File: src/rtl/morra_pkg.sv
// morra_host shared types.
// Move/outcome encodings and host FSM states.
package morra_pkg;

  typedef enum logic [1:0] {
    MV_NONE    = 2'b00,
    MV_SASSO   = 2'b01,
    MV_CARTA   = 2'b10,
    MV_FORBICE = 2'b11
  } move_t;

  typedef enum logic [1:0] {
    OC_NONE = 2'b00,
    OC_P1   = 2'b01,
    OC_P2   = 2'b10,
    OC_DRAW = 2'b11
  } outcome_t;

  typedef enum logic [2:0] {
    S_IDLE,
    S_INIT,
    S_COLLECT,
    S_ISSUE,
    S_SAMPLE,
    S_DONE
  } host_state_t;

  // match length is MIN_ROUNDS + cfg_len, enforced by the game FSM
  localparam int MIN_ROUNDS = 4;

endpackage

File: src/rtl/morra_if.sv
// Player-side move handshakes for morra_host.
// master = players, slave = host.
interface morra_if;
  logic       p1_valid;
  logic [1:0] p1_move;
  logic       p1_ready;
  logic       p2_valid;
  logic [1:0] p2_move;
  logic       p2_ready;

  modport master (
    output p1_valid, p1_move,
    output p2_valid, p2_move,
    input  p1_ready, p2_ready
  );

  modport slave (
    input  p1_valid, p1_move,
    input  p2_valid, p2_move,
    output p1_ready, p2_ready
  );
endinterface

File: src/rtl/morra_move_slot.sv
// One-entry move buffer with illegal-move filter.
// A 00 move is consumed but never stored.
module morra_move_slot
  import morra_pkg::*;
(
  input  logic       clk,
  input  logic       rst_n,
  input  logic       coll,
  input  logic       drop,
  input  logic       clr,
  input  logic       valid,
  input  logic [1:0] move,
  output logic       ready,
  output logic       full,
  output logic       fill,
  output logic       err,
  output logic [1:0] data
);
  logic take;
  logic bad;

  assign ready = coll && !full;
  assign take  = valid && ready && !drop;
  assign bad   = take && (move_t'(move) == MV_NONE);
  assign fill  = full || (take && !bad);

  always_ff @(posedge clk or negedge rst_n) begin
    if (!rst_n) begin
      full <= 1'b0;
      data <= 2'b00;
      err  <= 1'b0;
    end else begin
      err <= bad;
      if (clr) begin
        full <= 1'b0;
      end else if (take && !bad) begin
        full <= 1'b1;
        data <= move;
      end
    end
  end
endmodule

File: src/rtl/morra_host.sv
// Morra game host: pairs player moves into rounds,
// drives the game FSM and tallies results.
module morra_host
  import morra_pkg::*;
#(
  parameter int CNT_W = 5
) (
  input  logic             clk,
  input  logic             rst_n,
  input  logic             start,
  input  logic [3:0]       cfg_len,
  morra_if.slave           pl,
  output logic             INIZIO,
  output logic [1:0]       PRIMO,
  output logic [1:0]       SECONDO,
  input  logic [1:0]       MANCHE,
  input  logic [1:0]       PARTITA,
  output logic             res_valid,
  output logic [1:0]       res_manche,
  output logic [1:0]       res_partita,
  output logic [CNT_W-1:0] round_cnt,
  output logic [CNT_W-1:0] score_p1,
  output logic [CNT_W-1:0] score_p2,
  output logic             move_err,
  output logic             done
);
  localparam logic [CNT_W-1:0] CMAX = '1;

  host_state_t state, nxt;
  logic [3:0]  cfg_q;
  logic        coll, clr, sample;
  logic        f1, f2, n1, n2, e1, e2;
  logic [1:0]  d1, d2;

  assign coll   = (state == S_COLLECT);
  assign clr    = start || (state == S_ISSUE);
  assign sample = (state == S_SAMPLE) && !start;

  morra_move_slot u_s1 (
    .clk(clk), .rst_n(rst_n),
    .coll(coll), .drop(start), .clr(clr),
    .valid(pl.p1_valid), .move(pl.p1_move),
    .ready(pl.p1_ready), .full(f1), .fill(n1),
    .err(e1), .data(d1)
  );

  morra_move_slot u_s2 (
    .clk(clk), .rst_n(rst_n),
    .coll(coll), .drop(start), .clr(clr),
    .valid(pl.p2_valid), .move(pl.p2_move),
    .ready(pl.p2_ready), .full(f2), .fill(n2),
    .err(e2), .data(d2)
  );

  assign move_err = e1 || e2;
  assign done     = (state == S_DONE);

  always_ff @(posedge clk or negedge rst_n) begin
    if (!rst_n) state <= S_IDLE;
    else        state <= nxt;
  end

  // game lines decode from state so reset drops them at once
  always_comb begin
    nxt     = state;
    INIZIO  = 1'b0;
    PRIMO   = 2'b00;
    SECONDO = 2'b00;
    unique case (state)
      S_INIT: begin
        INIZIO           = 1'b1;
        {SECONDO, PRIMO} = cfg_q;
        nxt              = S_COLLECT;
      end
      S_COLLECT: begin
        if (n1 && n2) nxt = S_ISSUE;
      end
      S_ISSUE: begin
        PRIMO   = d1;
        SECONDO = d2;
        nxt     = S_SAMPLE;
      end
      S_SAMPLE: begin
        nxt = (PARTITA != OC_NONE) ? S_DONE : S_COLLECT;
      end
      default: ;
    endcase
    if (start) nxt = S_INIT;
  end

  always_ff @(posedge clk or negedge rst_n) begin
    if (!rst_n) begin
      cfg_q       <= 4'd0;
      res_valid   <= 1'b0;
      res_manche  <= 2'b00;
      res_partita <= 2'b00;
      round_cnt   <= '0;
      score_p1    <= '0;
      score_p2    <= '0;
    end else begin
      res_valid <= sample;
      if (start) begin
        cfg_q     <= cfg_len;
        round_cnt <= '0;
        score_p1  <= '0;
        score_p2  <= '0;
      end else if (sample) begin
        res_manche  <= MANCHE;
        res_partita <= PARTITA;
        if (MANCHE != OC_NONE && round_cnt != CMAX)
          round_cnt <= round_cnt + CNT_W'(1);
        if (MANCHE == OC_P1 && score_p1 != CMAX)
          score_p1 <= score_p1 + CNT_W'(1);
        if (MANCHE == OC_P2 && score_p2 != CMAX)
          score_p2 <= score_p2 + CNT_W'(1);
      end
    end
  end
endmodule

File: src/flat_wrapper.sv
// flat-port wrapper written by rule: the top's interface ports become plain ports
module morra_host_flat import morra_pkg::*;
#(
  parameter int CNT_W = 5
)
  (clk, rst_n, start, cfg_len, INIZIO, PRIMO, SECONDO, MANCHE, PARTITA, res_valid, res_manche, res_partita, round_cnt, score_p1, score_p2, move_err, done, pl_p1_valid, pl_p1_move, pl_p2_valid, pl_p2_move, pl_p1_ready, pl_p2_ready);
  morra_if pl_i ();
  input  logic clk;
  input  logic rst_n;
  input  logic start;
  input  logic [3:0] cfg_len;
  output logic INIZIO;
  output logic [1:0] PRIMO;
  output logic [1:0] SECONDO;
  input  logic [1:0] MANCHE;
  input  logic [1:0] PARTITA;
  output logic res_valid;
  output logic [1:0] res_manche;
  output logic [1:0] res_partita;
  output logic [CNT_W-1:0] round_cnt;
  output logic [CNT_W-1:0] score_p1;
  output logic [CNT_W-1:0] score_p2;
  output logic move_err;
  output logic done;
  input wire logic [$bits(pl_i.p1_valid)-1:0] pl_p1_valid;
  input wire logic [$bits(pl_i.p1_move)-1:0] pl_p1_move;
  input wire logic [$bits(pl_i.p2_valid)-1:0] pl_p2_valid;
  input wire logic [$bits(pl_i.p2_move)-1:0] pl_p2_move;
  output wire logic [$bits(pl_i.p1_ready)-1:0] pl_p1_ready;
  output wire logic [$bits(pl_i.p2_ready)-1:0] pl_p2_ready;
  assign pl_i.p1_valid = pl_p1_valid;
  assign pl_i.p1_move = pl_p1_move;
  assign pl_i.p2_valid = pl_p2_valid;
  assign pl_i.p2_move = pl_p2_move;
  assign pl_p1_ready = pl_i.p1_ready;
  assign pl_p2_ready = pl_i.p2_ready;
  morra_host #(.CNT_W(CNT_W)) u_core (.clk(clk), .rst_n(rst_n), .start(start), .cfg_len(cfg_len), .pl(pl_i), .INIZIO(INIZIO), .PRIMO(PRIMO), .SECONDO(SECONDO), .MANCHE(MANCHE), .PARTITA(PARTITA), .res_valid(res_valid), .res_manche(res_manche), .res_partita(res_partita), .round_cnt(round_cnt), .score_p1(score_p1), .score_p2(score_p2), .move_err(move_err), .done(done));
endmodule
File: config.mk
export PLATFORM = sky130hd
export DESIGN_NAME = morra_host_flat
export DESIGN_NICKNAME = d
export VERILOG_FILES = /design/src/rtl/morra_pkg.sv /design/src/rtl/morra_if.sv /design/src/rtl/morra_move_slot.sv /design/src/rtl/morra_host.sv /design/src/flat_wrapper.sv
export SDC_FILE = /design/constraint.sdc
export NUM_CORES = 1
export LEC_CHECK = 0
export CORE_UTILIZATION = 52
export DETAILED_ROUTE_END_ITERATION = 10
export GPL_TIMING_DRIVEN = 1
export PLACE_DENSITY = 0.84
export SLEW_MARGIN = 10
export SYNTH_ARGS = -nofsm -noshare
export SYNTH_HDL_FRONTEND = slang
export SYNTH_HIERARCHICAL = 1
export SYNTH_SLANG_ARGS = --single-unit
File: constraint.sdc
create_clock -name clk -period 6.3 [get_ports clk]
set_input_delay 1.26 -clock clk [delete_from_list [all_inputs] [get_ports clk]]
set_output_delay 1.26 -clock clk [all_outputs]
set_load 0.02 [all_outputs]
# After elaboration in Yosys (flattened, before gate mapping)

Index checks and enable logic that the tools add are counted.

$add $sub $neg: 3
Equal/unequal tests: 11
Multiplexer cells: 20
Bitwise gates (word level): 2
Reductions and logical operators: 42

Operator list:

| operator              | number |
|---|---|
| $mux W5               | 9 |
| $reduce_bool A2 Y1    | 8 |
| $add A5 B1 Y5 const B | 3 |
| $logic_and A1 B1 Y1   | 15 |
| $ne A5 B5 Y1 const B  | 3 |
| $reduce_and A2 Y1     | 7 |
| $pmux W3 S4           | 1 |
| $mux W3               | 3 |
| $pmux W2 S2           | 2 |
| $eq A3 B2 Y1 const B  | 2 |
| $eq A3 B3 Y1 const B  | 2 |
| $logic_not A1 Y1      | 5 |
| $mux W1               | 5 |
| $reduce_bool A5 Y1    | 1 |
| $logic_not A2 Y1      | 2 |
| $logic_or A1 B1 Y1    | 4 |
| $eq A3 B1 Y1 const B  | 1 |
| $ne A3 B2 Y1 const B  | 1 |
| $eq A2 B1 Y1 const B  | 1 |
| $eq A2 B2 Y1 const B  | 1 |
| $not A1 Y1            | 2 |

Register bits after elaboration: 35
Output and inout port bits: 29
Logic and storage cells: 92

# Longest topological paths before layout

Gate-level depths: netlist of run 1.

Word-level depth: 12
Depth in mapped cells: 7

# Cells and area by module

Netlist of run 1, hierarchy kept.

Modules (own cells, without submodules):

| module          | instances | cells an instance | area each (um^2) | sequential area each (um^2) |
|---|---|---|---|---|
| morra_host      | 1         | 139               | 1450.1           | 675.6 |
| morra_move_slot | 2         | 16                | 196.4            | 100.1 |

# Worst setup path after synthesis of run 1

Ideal clock, no wire load.

Kind: reg2out
Start point: reg u_core.state[1]
End point: out pl_p1_ready
Data arrival time: 1.873 ns
Data required time: 5.040 ns
Path slack: 3.167 ns
Cell stages (with the launch flop): 4
Buffers on the path: 1
Cells stage by stage: dfrtp_1 -> clkbuf_1 -> nor3b_1 -> nor2b_1

Longest elaborated chain between the ends: 2

Ends and longest elaborated chain:

| element                  | line                  | RTL |
|---|---|---|
| start: declaration       | morra_host.sv:29      | `host_state_t state, nxt;` |
| start signal: assignment | morra_host.sv:60      | `else state <= nxt;` |
| $eq A3 B2 Y1             | morra_host.sv:35      | `assign coll = (state == S_COLLECT);` |
| named net u_core.coll    | morra_host.sv:31      | `logic coll, clr, sample;` |
| $logic_and A1 B1 Y1      | morra_move_slot.sv:22 | `assign ready = coll && !full;` |
| end: declaration         | flat_wrapper.sv:29    | `output wire logic [$bits(pl_i.p1_ready)-1:0] pl_p1_ready;` |

The timed path passes the listed nets, and every way through them passes these cells.

# Worst setup path in the final report of run 1

Start point: reg u_core.state[1]
End point: out pl_p2_ready

Longest elaborated chain between the ends: 2

Ends and longest elaborated chain:

| element               | line                  | RTL |
|---|---|---|
| $eq A3 B2 Y1          | morra_host.sv:35      |  |
| named net u_core.coll | morra_host.sv:31      |  |
| $logic_and A1 B1 Y1   | morra_move_slot.sv:22 |  |
| end: declaration      | flat_wrapper.sv:30    | `output wire logic [$bits(pl_i.p2_ready)-1:0] pl_p2_ready;` |

The timed path passes the listed nets, and every way through them passes these cells.

==> results of run 1 <==
[placed cells by master (no fill, tap or decap), types with 3 or more instances in the layout]
master,count
dfrtp_1,35
clkdlybuf4s50_1,45
a21oi_1,14
o31ai_1,4
nand2b_1,4
mux2i_1,4
nor3b_1,3
o21ai_0,12
nor2b_1,6
nor3_1,3
clkbuf_4,5
or3_1,3
or3b_1,3
mux2_2,10
nand3_1,11
nand2_1,4
or4_1,4
and3_1,4
nor2_1,10
o21bai_1,4
ha_1,6
[synthesized netlist by cell type (5+ instances only)]
cell type	instances	share of area [%]
dfrtp_1	35	48
a21oi_1	14	3.8
o21ai_0	12	3.3
nand3_1	11	3.0
mux2_2	10	6.1
nor2_1	10	2.0
ha_1	6	4.1
nor2b_1	6	2.0
clkbuf_1	5	1.0
[per-stage QoR]
stage	std cells	hold WS, ns
2_1_floorplan	171	0.4559
3_3_place_gp	254	0.4772
3_5_place_dp	254	0.4928
4_1_cts	262	0.5192
5_1_grt	262	0.5331
6_report	262	0.5214
[routing by layer]
layer / wire length [um] / vias up / GRT usage, %
li1: - / 715 / -
met1: 1646 / 707 / 26.82
met2: 1978 / 46 / 41.01
met5: 0 / - / 0
met3: 217 / 2 / 4.412
met4: 15 / 0 / 8.571
[worst paths after layout]
path	to	slack [ns]	cells after the start
worst max-delay path	pl_p2_ready	2.33	3
worst min-delay path	u_core/res_manche[1]	0.52	1
worst max register to register	u_core/u_s1/data[1]	3.92	4
worst min register to register	u_core/res_manche[1]	0.52	1
max in group asynchronous	u_core/u_s1/data[0]	4.66	2
min in group asynchronous	u_core/score_p1[3]	1.33	2
[cell families (layout without fill, tap and decap cells)]
| kind of cell | count (synthesis) | after routing |
|---|---|---|
| buf+inv | 11 | 56 |
| simple gates | 64 | 64 |
| fa+ha+maj | 6 | 6 |
| compound gates | 40 | 40 |
| flops | 35 | 35 |
| mux | 14 | 14 |
| xor+xnor | 1 | 1 |
[worst reg2reg max path: stages, from the launching register on]
cell and delay (ns):
dfrtp_1 0.62, nor3b_1 0.92, nand4bb_4 0.19, or3b_1 0.41, o2bb2ai_1 0.13
[report_power, final]
group	internal, mW	total (mW)	leakage [nW]	switching, mW
clock network	0.0657	0.138	0.0386	0.0720
registers	0.251	0.271	0.467	0.0207
logic	0.0740	0.143	0.474	0.0692
total	0.390	0.552	0.980	0.162
[cell type report]
cell class	instances	area share (%)
well taps	46	2.424
flip-flops and latches	35	36.88
multi-input cells	125	38.20
inverters	2	0.3161
repair buffers	46	19.28
clock buffers	8	2.898
[sequential cells by signal, summed over array words and instances, names as in the netlist, 2 cells and up]
register,flops
u_core/u_s2/data,2
u_core/res_partita,2
u_core/u_s1/data,2
u_core/score_p2,5
u_core/state,3
u_core/res_manche,2
u_core/round_cnt,5
u_core/cfg_q,4
u_core/score_p1,5
==> results.yml, run 1 <==
grt:
  antenna_found_initial: 0
  gr-usage-all-layers_pct: 22.80
  grt_pass1_wl_um: 6196
  first_global_vias: 1430
  overflow: 0
  grt_max_degree: 36
yosys:
  synthAdderAreaFrac_pct: 4.073
  syn-cell-area_sq_um: 1843
  synth_enable_flop_cells: 0
  ys_ff_latch: 35
  synth_top_family_by_area: "simple AND/OR/NAND/NOR gates"
  synth_xor_area_share_pct: 0.4752
  yosysWarningCount: 6
  synth_cells: 171
  synth_mux_area_share_pct: 8.282
  syn_avg_cell_area_sq_um: 10.78
  synth_ff_type: "dfrtp_1"
  synth-simple-area-share_pct: 23.29
  synth.yosys.seq_area_share_pct: 47.52
  yosysUniqueCellTypes: 35
  synth_nets: 194
  synthArstFlopShare_pct: 100.0
  synth_compound_gate_area_share_pct: 13.10
floorplan:
  core_area_sq_um: 3363
  fp.dieH_um: 61.54
  ios: 46
  die_x_um: 61.54
  dieArea_sq_um: 3787
  initial_core_util_pct: 54.80
  row_count: 21
route:
  drt-pass1-iter-count: 4
  viasPerCell: 5.611
  initialDrtViolationCount: 73
  ant_nets: 0
  wl_um: 3858
  wire_per_inst_um: 14.73
  drc: 0
  routed-via-count: 1470
sta:
  worst_slew_pin_slew_ns: 1.067
  hold_viol_final: 0
  slew_violations: 0
  period_needed_ns: 3.971
  setup_viol: 0
  finClkSkew_ns: 0.005152
  timing.fmax_ghz: 0.2519
  setup-tns-final_ns: 0
  slew_headroom_pct: 28.70
  rsz0062_at_grt: "no"
  finalWorstSetupSlack_ns: 2.329
  min_period_over_period_pct: 63.02
placement:
  gp_congestion: 0.8213
  port_buffers: 45
  postPlaceCellArea_sq_um: 2306
  dp_hpwl_um: 2803
  dp_slack_ns: 2.714
worst_setup_path:
  start_kind: "flip-flop"
  cp_top_family: "simple AND/OR/NAND/NOR gates"
  cp.arrival_ns: 2.71
  path_cells: "nor3b_1, nor2b_1, clkdlybuf4s50_1"
  slowest_delay_ns: 0.91
  r2r_start: "u_core/state[1]"
  worstPathMaxFanout: 11
  cp-end-kind: "output port"
  crit_type: "reg2out"
  cp-startpoint: "u_core/state[1]"
  crit_buf_inv: 1
  cp_slowest_cell: "nor3b_1"
  crit_required_ns: 5.04
clocking:
  clkTransAtPathRegs_ns: 0.10
  clockBufferDepth: 2
  cts_made_buffers: 5
  cts_tree: "yes"
  ctsResizeCount: 0
  post_cts_buffers: 0
  clock_sinks: 35
  ctsHoldBuffers: 0
  cts_root_buffer: "clkbuf_4"
  clkLatencyLatePin_ns: 0.33
  h-tree-depth: 2
pwr:
  p_per_area_nw_per_um2: 232.5
  leakage_nw: 0.9795
  power_mw: 0.5522
  ir_drop_mv: 0.1402
min_path:
  hp-class: "reg2reg"
  worstHoldStart: "u_core/res_manche[1]"
finish:
  layout-drive-gt1-share_pct: 12.50
  multiInputGateArea_sq_um: 907.1
  utilization_pct: 70.61
  fill_cells: 282
  diodes: 0
  final_cell_area_sq_um: 2375
  area_growth_pct: 28.85
  final_nets: 238
  regArea_sq_um: 875.8
job:
  drv_cap: 0
outcome:
  outcome: "completed"
Power figures use the tool's default switching activity.
==> inputs of run 2 (changes only) <==
- CORE_UTILIZATION: 52 -> 44
- PLACE_DENSITY: 0.84 -> 0.76
- clock period: 6.3 -> 3.32 ns (I/O delays scaled with it)
==> results.yml, run 2 (same netlist as run 1, synthesis figures left out) <==
outcome:
  outcome: "completed"
sta:
  hold_viol_final: 0
  slew_violations: 0
  setup_viol: 0
  period_needed_ns: 2.741
  min_period_over_period_pct: 82.56
  rsz0062_at_grt: "no"
  setup-tns-final_ns: 0
  finalWorstSetupSlack_ns: 0.5790
  worst_slew_pin_slew_ns: 0.6979
  slew_headroom_pct: 53.35
  finClkSkew_ns: 0.004870
  timing.fmax_ghz: 0.3648
  worst_hold_slack_ns: 0.4947
min_path:
  hold_depth: 1
  hp-class: "reg2reg"
finish:
  diodes: 0
  final_cell_mix: "clkdlybuf4s50_1, dfrtp_1, a21oi_1, o21ai_0, nand3_1"
  layout_commonest_cell: "clkdlybuf4s50_1"
  reg_top3: "u_core/round_cnt: 5 flops, u_core/score_p1: 5 flops, u_core/score_p2: 5 flops"
  utilization_pct: 60.34
  fill_cells: 360
  final_cell_area_sq_um: 2414
  layout-drive-gt1-share_pct: 13.36
  final_nets: 240
  area_growth_pct: 30.96
  instances_no_fill: 267
clocking:
  clkLatencyLatePin_ns: 0.28
  post_cts_buffers: 0
  clockBufferDepth: 2
  clkTransAtPathRegs_ns: 0.07
  cts_tree: "yes"
  ctsResizeCount: 0
  cts_made_buffers: 5
  clock_sinks: 35
  ctsHoldBuffers: 0
  h-tree-depth: 2
  cts_root_buffer: "clkbuf_8"
floorplan:
  die_x_um: 66.72
  dieArea_sq_um: 4452
  row_count: 23
  fp.dieH_um: 66.72
  initial_core_util_pct: 46.07
  ios: 46
  core_area_sq_um: 4000
pwr:
  swShare_pct: 28.86
  clkPwrFrac_pct: 28.3
  pwr-share-comb_pct: 24.8
  intPower_mw: 0.7812
  power_mw: 1.098
  p_sw_mw: 0.3169
  p_per_area_nw_per_um2: 455.0
  seqPwrFrac_pct: 47.0
  leakage_nw: 0.9981
  ir_drop_mv: 0.2250
grt:
  overflow: 0
  gr-usage-all-layers_pct: 19.94
  grt_pass1_wl_um: 6499
  first_global_vias: 1393
  grt_max_degree: 36
  antenna_found_initial: 0
placement:
  port_buffers: 45
  placedCellCount: 260
  dp_hpwl_um: 2857
  postPlaceCellArea_sq_um: 2326
  dp_slack_ns: 0.8259
  gp_congestion: 0.7553
route:
  viasPerCell: 5.551
  ant_nets: 0
  initialDrtViolationCount: 109
  wire_per_inst_um: 14.96
  drt-pass1-iter-count: 4
  routed-via-count: 1482
  wl_um: 3993
  drc: 0
worst_setup_path:
  slowest_delay_ns: 0.61
  cp_top_family: "buffers and inverters"
  cp_slowest_cell: "clkdlybuf4s50_1"
  cp-end-kind: "output port"
  start_kind: "flip-flop"
  crit_required_ns: 2.66
  crit_type: "reg2out"
  worstPathMaxFanout: 11
  rr_worst_depth: 6
  crit_buf_inv: 2
  worst-path-stages: 4
  cp.arrival_ns: 2.08
  path_cells: "nor3b_1, buf_4, nor2b_1, clkdlybuf4s50_1"
job:
  drv_cap: 0
==> run 2: cell count changes in the layout (fill, tap and decap cells not counted) <==
cell      delta
buf_4        +2
clkbuf_8     +4
clkbuf_4     -5
clkinv_2     +1
clkbuf_1     -1
==> run 2: power by group through the flow <==
stage | Clock (mW) | Sequential [mW] | Combinational (mW)
after floorplan | 0 | 0.534 | 0.136
after global placement | 0 | 0.524 | 0.268
after detailed placement | 0 | 0.524 | 0.275
after CTS | 0.319 | 0.517 | 0.276
after global routing | 0.338 | 0.523 | 0.294
final | 0.310 | 0.516 | 0.272
==> run 2: area by class of cell <==
| class | instances | area, sq um | area share, % |
|---|---|---|---|
| clock inverters | 1 | 5.005 | 0.2074 |
| repair buffers | 48 | 473.0 | 19.60 |
| clock buffers | 6 | 82.58 | 3.421 |
| multi-input cells | 125 | 907.1 | 37.58 |
| flip-flops and latches | 35 | 875.8 | 36.29 |
| well taps | 50 | 62.56 | 2.592 |
| inverters | 2 | 7.507 | 0.3110 |
==> run 2: layer usage <==
metal / track usage (%) / share of wire [%]
met1: 25.65 / 46
met2: 32.07 / 48
met3: 5.137 / 4.7
met4: 7.181 / 1.4
met5: 0 / 0
==> run 2: path summary, 6_finish.rpt <==
| path | startpoint | endpoint | slack [ns] |
|---|---|---|---|
| setup / recovery | u_core/state[1] | pl_p1_ready | 0.58 |
| hold / removal | u_core/u_s1/data[1] | u_core/u_s1/data[1] | 0.49 |
| setup reg to reg | u_core/score_p1[0] | u_core/score_p1[3] | 1.07 |
| hold reg to reg | u_core/u_s1/data[1] | u_core/u_s1/data[1] | 0.49 |
| max in group asynchronous | rst_n | u_core/score_p2[1] | 2.20 |
| min in group asynchronous | rst_n | u_core/round_cnt[2] | 0.80 |
==> inputs of run 3 (changes only) <==
- CORE_UTILIZATION: 44 -> 49
- PLACE_DENSITY: 0.76 -> 0.8
- clock period: 3.32 -> 2.8 ns (I/O delays scaled with it)
==> results.yml, run 3 (same netlist as run 1, synthesis figures left out) <==
worst_setup_path:
  worstPathMaxFanout: 9
  reg2reg_to: "u_core/score_p1[3]"
  cp.arrival_ns: 1.98
  cp-startpoint: "u_core/state[0]"
  path_cells: "nor3b_1, buf_4, nor2b_1, clkdlybuf4s50_1"
  crit_required_ns: 2.24
  crit_type: "reg2out"
  start_kind: "flip-flop"
  crit_end: "pl_p2_ready"
  cp-end-kind: "output port"
  cp_slowest_cell: "clkdlybuf4s50_1"
  slowest_delay_ns: 0.61
  r2r_start: "u_core/score_p1[0]"
  rr_worst_depth: 6
  r2r_slack_ns: 0.49
clocking:
  cts_made_buffers: 5
  cts_tree: "yes"
  clockBufferDepth: 2
  cts_root_buffer: "clkbuf_8"
  clkLatencyLatePin_ns: 0.29
  ctsResizeCount: 0
  clkTransAtPathRegs_ns: 0.07
  post_cts_buffers: 0
  ctsHoldBuffers: 0
  h-tree-depth: 2
  clock_sinks: 35
grt:
  overflow: 0
  gr-usage-all-layers_pct: 23.30
  globalRoute.busiestLayer: "met2"
  antenna_found_initial: 0
  grt_pass1_wl_um: 7203
  first_global_vias: 1586
  met1_usage_pct: 28.81
  use_met3_pct: 7.609
  grt_use_met2_pct: 37.77
  grt_max_degree: 36
route:
  initialDrtViolationCount: 78
  wire_per_inst_um: 15.03
  routed-via-count: 1498
  drc: 0
  wl_um: 3984
  viasPerCell: 5.653
  drt-pass1-iter-count: 4
  ant_nets: 0
job:
  drv_cap: 0
outcome:
  outcome: "completed"
pwr:
  leakage_nw: 1.017
  seqPwrFrac_pct: 43.3
  swShare_pct: 26.79
  clkPwrFrac_pct: 32.9
  pwr-share-comb_pct: 23.8
  p_per_area_nw_per_um2: 572.3
  power_mw: 1.400
  intPower_mw: 1.025
  p_sw_mw: 0.3751
  ir_drop_mv: 0.3891
sta:
  slew_headroom_pct: 61.57
  min_period_over_period_pct: 90.71
  finClkSkew_ns: 0.005368
  worst_slew_pin_slew_ns: 0.5750
  setup-tns-final_ns: 0
  timing.fmax_ghz: 0.3937
  slew_violations: 0
  setup_viol: 0
  period_needed_ns: 2.540
  rsz0062_at_grt: "no"
  hold_viol_final: 0
min_path:
  hp-class: "reg2reg"
finish:
  layout_commonest_cell: "clkdlybuf4s50_1"
  area_growth_pct: 32.72
  final_nets: 241
  layout-drive-gt1-share_pct: 14.16
  final_cell_mix: "clkdlybuf4s50_1, dfrtp_1, a21oi_1, o21ai_0, nand3_1"
  diodes: 0
  fill_cells: 287
  reg_top3: "u_core/round_cnt: 5 flops, u_core/score_p1: 5 flops, u_core/score_p2: 5 flops"
placement:
  port_buffers: 45
  dp_hpwl_um: 2925
  gp_congestion: 0.7829
floorplan:
  initial_core_util_pct: 53.14
  ios: 46
  core_area_sq_um: 3468
  dieArea_sq_um: 4011
  die_x_um: 63.33
  fp.dieH_um: 63.33
  row_count: 21
-- run 3: cell count changes in the layout (fill, tap and decap cells not counted) --
cell / delta
bufinv_16: +1
buf_4: +1
-- run 3: layout make-up --
class / count / area [sq um] / area share, %
Clock buffer: 6 / 82.58 / 3.376
Clock inverter: 2 / 35.03 / 1.432
Inverter: 2 / 7.507 / 0.3069
Multi-Input combinational cell: 125 / 907.1 / 37.08
Sequential cell: 35 / 875.8 / 35.81
Tap cell: 46 / 57.56 / 2.353
Timing Repair Buffer: 49 / 480.5 / 19.64
-- run 3: how the worst min path moves through the flow --
| stage | from | endpoint | slack, ns | depth (start not counted) |
|---|---|---|---|---|
| after floorplan | rst_n | u_core/cfg_q[0] | 0.26 | 0 |
| after global placement | u_core/u_s1/data[1] | u_core/u_s1/data[1] | 0.48 | 1 |
| after detailed placement | u_core/u_s2/data[1] | u_core/u_s2/data[1] | 0.48 | 1 |
| after CTS | u_core/cfg_q[0] | u_core/cfg_q[0] | 0.51 | 1 |
| after global routing | u_core/cfg_q[1] | u_core/cfg_q[1] | 0.53 | 1 |
| final | u_core/u_s1/data[1] | u_core/u_s1/data[1] | 0.50 | 1 |
-- run 3: metrics by stage --
| stage | area, sq um | hold WS [ns] | worst slack, ns | std cells | util [%] |
|---|---|---|---|---|---|
| finish | 2446 | 0.5030 | 0.2601 | 265 | 70.53 |
| CTS | 2446 | 0.5108 | 0.2622 | 265 | 70.53 |
| global placement | 2328 | 0.4826 | 0.4371 | 257 | 67.14 |
| floorplan | 1843 | 0.2644 | 0.3671 | 171 | - |
| detailed placement | 2328 | 0.4807 | 0.3970 | 257 | 67.14 |
| global route | 2446 | 0.5346 | 0.1446 | 265 | 70.53 |
-- run 3: critical path, delay by kind of cell, from the launching register on --
family / cells / cell delay (ns)
buffers and inverters: 2 / 0.81
DFF: 1 / 0.49
and+or+nand+nor: 2 / 0.39
-- run 3: layer usage --
| layer | wire, um | vias to the layer above |
|---|---|---|
| met5 | 0 | - |
| met3 | 197 | 6 |
| met2 | 1967 | 48 |
| li1 | - | 720 |
| met4 | 39 | 0 |
| met1 | 1780 | 724 |
-- run 3: power groups by stage --
stage	clock [mW]	combinational [mW]	sequential, mW
global route	0.496	0.362	0.616
finish	0.461	0.333	0.606
floorplan	0	0.161	0.634
detailed placement	0	0.334	0.616
CTS	0.470	0.336	0.607
global placement	0	0.327	0.612
